**config.mk**
```make
export PLATFORM = sky130hd
export DESIGN_NAME = excitation_gen
export DESIGN_NICKNAME = d
export VERILOG_FILES = /design/src/rtl/excitation_gen_pkg.sv /design/src/rtl/excitation_gen_lfsr16.sv /design/src/rtl/excitation_gen.sv
export SDC_FILE = /design/constraint.sdc
export NUM_CORES = 1
export LEC_CHECK = 0
export ABC_AREA = 1
export CORE_MARGIN = 2
export CORE_UTILIZATION = 60
export CTS_CLUSTER_DIAMETER = 40
export DETAILED_ROUTE_END_ITERATION = 12
export DONT_BUFFER_PORTS = 1
export GPL_TIMING_DRIVEN = 0
export PLACE_DENSITY_LB_ADDON = 0.25
export SLEW_MARGIN = 20
export SYNTH_ARGS = -nofsm -noshare
export SYNTH_HDL_FRONTEND = slang
export SYNTH_SLANG_ARGS = --single-unit
```
**constraint.sdc**
```tcl
create_clock -name clk -period 4.63 [get_ports clk]
set_input_delay 0.463 -clock clk [delete_from_list [all_inputs] [get_ports clk]]
set_output_delay 0.463 -clock clk [all_outputs]
set_load 0.1 [all_outputs]
```
**src/rtl/excitation_gen_pkg.sv**
```systemverilog
`default_nettype none
// ============================================================================
// Module  : excitation_gen_pkg
// Brief   : Shared LPC constants, FSM state type and LFSR step function.
// Revision: 1.0 - initial release
// ============================================================================
package excitation_gen_pkg;

    localparam int          SAMPLE_WIDTH      = 16;
    localparam int          FRAME_LEN_DEFAULT = 160;
    localparam logic [15:0] LFSR_SEED         = 16'hACE1;
    // x^16+x^14+x^13+x^11+1 in a right-shifting register taps bits 0,2,3,5
    localparam logic [15:0] LFSR_TAPS         = 16'h002D;

    typedef enum logic [0:0] {
        ST_IDLE = 1'b0,
        ST_RUN  = 1'b1
    } state_t;

    function automatic logic [15:0] lfsr_next(input logic [15:0] s);
        return {^(s & LFSR_TAPS), s[15:1]};
    endfunction

endpackage
`default_nettype wire

```
**src/rtl/excitation_gen_lfsr16.sv**
```systemverilog
`default_nettype none
// ============================================================================
// Module  : lfsr16
// Brief   : 16-bit Fibonacci noise LFSR, advances one step per enabled cycle.
// Revision: 1.0 - initial release
// ============================================================================
module lfsr16
    import excitation_gen_pkg::*;
(
    input  logic        clk,
    input  logic        rst,
    input  logic        en,
    output logic [15:0] q
);

    logic [15:0] state_q;
    logic [15:0] state_d;

    always_comb begin
        state_d = state_q;
        if (en) begin
            state_d = lfsr_next(state_q);
        end
    end

    always_ff @(posedge clk or posedge rst) begin
        if (rst) begin
            state_q <= LFSR_SEED;
        end else begin
            state_q <= state_d;
        end
    end

    assign q = state_q;

endmodule
`default_nettype wire

```
**src/rtl/excitation_gen.sv**
```systemverilog
`default_nettype none
// ============================================================================
// Module  : excitation_gen
// Brief   : LPC excitation source - impulse train (voiced) or LFSR noise
//           (unvoiced), one frame of FRAME_LEN samples per accepted request.
// Revision: 1.0 - initial release
// ============================================================================
module excitation_gen
    import excitation_gen_pkg::*;
#(
    parameter int WIDTH     = SAMPLE_WIDTH,
    parameter int FRAME_LEN = FRAME_LEN_DEFAULT,
    parameter int PER_W     = 16
) (
    input  logic                    clk,
    input  logic                    rst,
    input  logic [PER_W-1:0]        period,
    input  logic signed [WIDTH-1:0] gain,
    input  logic                    v,
    output logic                    ready,
    output logic signed [WIDTH-1:0] y,
    output logic                    vout,
    output logic                    done
);

    localparam int              CNT_W    = $clog2(FRAME_LEN + 1);
    localparam logic [CNT_W-1:0] LAST_CNT = CNT_W'(FRAME_LEN);

    state_t                  state_q,  state_d;
    logic [PER_W-1:0]        period_q, period_d;
    logic [PER_W-1:0]        phase_q,  phase_d;
    logic signed [WIDTH-1:0] gain_q,   gain_d;
    logic signed [WIDTH-1:0] y_q,      y_d;
    logic [CNT_W-1:0]        cnt_q,    cnt_d;
    logic                    vout_q,   vout_d;
    logic                    done_q,   done_d;
    logic                    ready_q,  ready_d;

    logic                    w_emit;
    logic [PER_W-1:0]        w_emit_per;
    logic [PER_W-1:0]        w_emit_phase;
    logic signed [WIDTH-1:0] w_emit_gain;
    logic signed [WIDTH-1:0] w_quarter;
    logic [PER_W:0]          w_phase_inc;
    logic                    w_lfsr_en;
    logic [15:0]             w_lfsr;
    logic [14:0]             w_lfsr_unused;

    assign w_lfsr_unused = w_lfsr[15:1];

    lfsr16 u_lfsr (
        .clk (clk),
        .rst (rst),
        .en  (w_lfsr_en),
        .q   (w_lfsr)
    );

    always_comb begin
        state_d      = state_q;
        period_d     = period_q;
        gain_d       = gain_q;
        phase_d      = phase_q;
        cnt_d        = cnt_q;
        ready_d      = ready_q;
        y_d          = '0;
        vout_d       = 1'b0;
        done_d       = 1'b0;
        w_lfsr_en    = 1'b0;
        w_emit       = 1'b0;
        w_emit_per   = period_q;
        w_emit_gain  = gain_q;
        w_emit_phase = phase_q;

        case (state_q)
            ST_IDLE: begin
                ready_d = 1'b1;
                if (v && ready_q) begin
                    period_d    = period;
                    gain_d      = gain;
                    w_emit      = 1'b1;
                    w_emit_per  = period;
                    w_emit_gain = gain;
                    // A shorter new pitch must not inherit an out-of-range phase
                    if ((period != '0) && (phase_q >= period)) begin
                        w_emit_phase = '0;
                    end
                    cnt_d   = CNT_W'(1);
                    state_d = ST_RUN;
                    ready_d = 1'b0;
                end
            end
            ST_RUN: begin
                ready_d = 1'b0;
                if (cnt_q == LAST_CNT) begin
                    state_d = ST_IDLE;
                    ready_d = 1'b1;
                    cnt_d   = '0;
                end else begin
                    w_emit = 1'b1;
                    cnt_d  = cnt_q + CNT_W'(1);
                end
            end
            default: begin
                state_d = ST_IDLE;
                ready_d = 1'b1;
            end
        endcase

        w_quarter   = w_emit_gain >>> 2;
        w_phase_inc = {1'b0, w_emit_phase} + (PER_W + 1)'(1);

        if (w_emit) begin
            vout_d = 1'b1;
            done_d = (cnt_d == LAST_CNT);
            if (w_emit_per == '0) begin
                y_d       = w_lfsr[0] ? w_quarter : -w_quarter;
                w_lfsr_en = 1'b1;
                phase_d   = w_emit_phase;
            end else begin
                y_d     = (w_emit_phase == '0) ? w_emit_gain : '0;
                phase_d = (w_phase_inc >= {1'b0, w_emit_per}) ? '0
                                                              : w_phase_inc[PER_W-1:0];
            end
        end
    end

    always_ff @(posedge clk or posedge rst) begin
        if (rst) begin
            state_q  <= ST_IDLE;
            period_q <= '0;
            gain_q   <= '0;
            phase_q  <= '0;
            cnt_q    <= '0;
            y_q      <= '0;
            vout_q   <= 1'b0;
            done_q   <= 1'b0;
            ready_q  <= 1'b1;
        end else begin
            state_q  <= state_d;
            period_q <= period_d;
            gain_q   <= gain_d;
            phase_q  <= phase_d;
            cnt_q    <= cnt_d;
            y_q      <= y_d;
            vout_q   <= vout_d;
            done_q   <= done_d;
            ready_q  <= ready_d;
        end
    end

    assign ready = ready_q;
    assign y     = y_q;
    assign vout  = vout_q;
    assign done  = done_q;

endmodule
`default_nettype wire

```
==> flow_summary.yaml <==
setup_path:
  cp-start-kind: "flop"
  crit_fanout: 10
  worstSetupPathType: "reg -> reg"
  critPathMostFrequentCell: "nand2_1"
  worst_path_max_delay_cell: "dfrtp_2"
  slowest_delay_ps: 450
  cp-end-kind: "flop"
  worstPathArrival_ps: 4670
  crit_required_ps: 4930
sta:
  setup_viol_count_final: 0
  period_share: 0.944
  worst_slew_margin_rel: 0.411
  setup_slack_ps: 260
  fin_skew_ps: 13.8
  tightest_slew_ps: 884
  slew_viol_final: 0
  hold_viol_final: 0
  rsz0062_at_grt: "false"
  timing.hold.ws_ps: 254
  period_needed_ps: 4370
  max_freq_mhz: 229
power_and_ir_drop:
  pwr-share-comb: 0.385
  leakagePower_nw: 3.23
  irDropWorstVdd_uv: 247
  switchingPower_w: 0.00138
  power_density_mw_per_mm2: 500
  power_frac_seq: 0.427
  pwr-share-clk: 0.188
  swShare: 0.450
  intPower_w: 0.00169
synth:
  syn_area_mm2: 0.00563
  yosysMostFrequentCell: "nand2_1"
  synth_top_area_share: 0.364
  yosys-top-cells-area: "dfrtp_1, nand2_1, ha_1"
  yosys-top-cells-count: "nand2_1, inv_1, dfrtp_1"
  async_reset_ff_frac: 1.00
  syn_nets: 811
  ys.flop_type: "dfrtp_1"
  syn_area_per_cell_um2: 7.62
  ys_seq_elements: 91
  synth-edff-count: 0
  synthCells: 739
  synth.distinct_cells: 39
  synth_top_cell_by_area: "dfrtp_1"
  seq_area_frac_synth: 0.406
  synth-warning-count: 0
final_layout:
  fill_cells: 795
  fin_util: 0.669
  syn_to_final_growth_pct: 8.73
  multi_input_area_mm2: 0.00282
  final_cells: 874
  fin_nets: 830
  drive_gt1_frac: 0.131
  final_area_mm2: 0.00612
  seq_area_mm2: 0.00230
  antenna_cells: 0
die:
  fp.dieH_um: 101
  dieArea_mm2: 0.0102
  fp-row-count: 35
  die_x_um: 101
  ios: 54
  start_util: 0.615
  coreArea_mm2: 0.00915
clocking:
  cts.clk_slew.worst_paths_ps: 100
  cts-root-buf: "clkbuf_8"
  cts_max_path_buffers: 2
  clkSinkCount: 91
  cts_buffers: 9
  cts_tree: "yes"
  insertion_delay_ps: 370
  h-tree-depth: 3
outcome:
  status: "completed"
detailed_routing:
  postRouteAntennaNets: 0
  routedWlPerCell_um: 15.3
  vias: 4890
  drt_pass1_iterations: 5
  vias_per_cell: 5.59
  drcViolationCount: 0
  routed_wirelength_mm: 13.4
  first_iter_violations: 337
global_route:
  antenna_found_initial: 0
  grt_pass1_wl_mm: 21.9
  gr-usage-all-layers: 0.274
  grt.overflow.total: 0
  grt_max_degree: 34
  grt_pass1_vias: 4503
hold_path:
  holdCritPathClass: "in -> reg"
placed_design:
  placed_area_mm2: 0.00581
  hpwl_mm: 10.1
  dp_cells: 852
  place_ws_ps: -113
  portBuffers: 0
  place.gp.congestion: 0.914
job:
  cap_violations: 0
==> routing by layer <==
metal | global-route usage | wire length (um) | vias to the layer above
li1 | - | - | 2393
met1 | 0.390 | 6020 | 2319
met2 | 0.439 | 6460 | 151
met3 | 0.0333 | 663 | 27
met4 | 0.0875 | 262 | 0
met5 | 0 | 0 | -
==> state kept, by name, summed over array words and instances (netlist names) <==
register  count
cnt_q         8
done          1
gain_q       16
period_q     16
phase_q      16
ready         1
state_q       1
u_lfsr.q     16
y            16
==> area by class of cell <==
type,instances,share of cell area
multi-input cells,524,0.460
clock buffers,9,0.0202
well taps,111,0.0227
inverters,107,0.0660
repair buffers,8,0.0149
flip-flops and latches,91,0.375
plain buffers,17,0.0262
clock inverters,7,0.0143
==> repair_timing <==
item,in CTS,in global routing
endpoints found under the hold margin,23,0
cloned,0,1
gates resized for setup,3,15
setup endpoints to repair,10,15
buffers inserted,0,4
pin swaps,0,4
hold buffers,1,0
==> cell usage in the layout, fill, tap and decap left out, types with 5 or more instances in the layout <==
cell	Yosys	routed
nand3_1	44	44
nor2_1	44	43
xnor2_1	7	6
inv_1	100	98
clkbuf_8	0	9
o21ai_2	9	9
buf_6	5	6
dfstp_2	9	8
xor2_1	10	9
o21ai_1	13	13
ha_1	37	36
nor3_1	5	5
buf_4	2	5
nand4_1	20	20
nand2_1	238	236
o21ai_0	28	28
nand2_2	6	8
inv_2	7	8
dfrtp_1	82	78
a21oi_1	26	26
or2_2	6	6
==> final timing paths <==
kind                        startpoint     endpoint  slack (ps)  cells after the start
max                         phase_q[5]   phase_q[4]         260                     33
min                            gain[0]    gain_q[0]         250                      2
max reg2reg                 phase_q[5]   phase_q[4]         260                     33
min reg2reg                u_lfsr.q[6]  u_lfsr.q[5]         470                      2
max in group asynchronous          rst        ready        3280                      4
min in group asynchronous          rst  u_lfsr.q[3]         550                      2
==> worst max-delay path, delay by kind of cell, from the launching register on <==
kind                       cells  cell delay, ps
adders and majority gates      3             800
and+or+nand+nor               23            2140
DFF                            1             450
xor gates and xnor gates       1             150
AOI/OAI and AO/OA              1             170
buffers and inverters          5             570
==> cell families (layout without fill, tap and decap cells) <==
family	after synthesis	count (layout)	synth area share
buffers and inverters	124	148	0.0984
xor gates and xnor gates	17	17	0.0264
adders and majority gates	37	37	0.0822
DFF	91	91	0.406
AOI/OAI and AO/OA	92	92	0.0947
and+or+nand+nor	378	378	0.292
==> power groups by stage <==
stage	clock, W	combinational (W)	sequential [W]
finish	0.000576	0.00118	0.00131
floorplan	0	0.000865	0.00128
detailed placement	0	0.00112	0.00132
global route	0.000621	0.00133	0.00133
CTS	0.000588	0.00114	0.00131
global placement	0	0.00106	0.00131
==> through the flow <==
step | TNS, ps | total power (W)
2_1_floorplan | 0 | 0.00215
3_3_place_gp | -15.4 | 0.00237
3_5_place_dp | -966 | 0.00244
4_1_cts | 0 | 0.00303
5_1_grt | 0 | 0.00329
6_report | 0 | 0.00306
No activity file was read; power rests on OpenSTA's default activity.
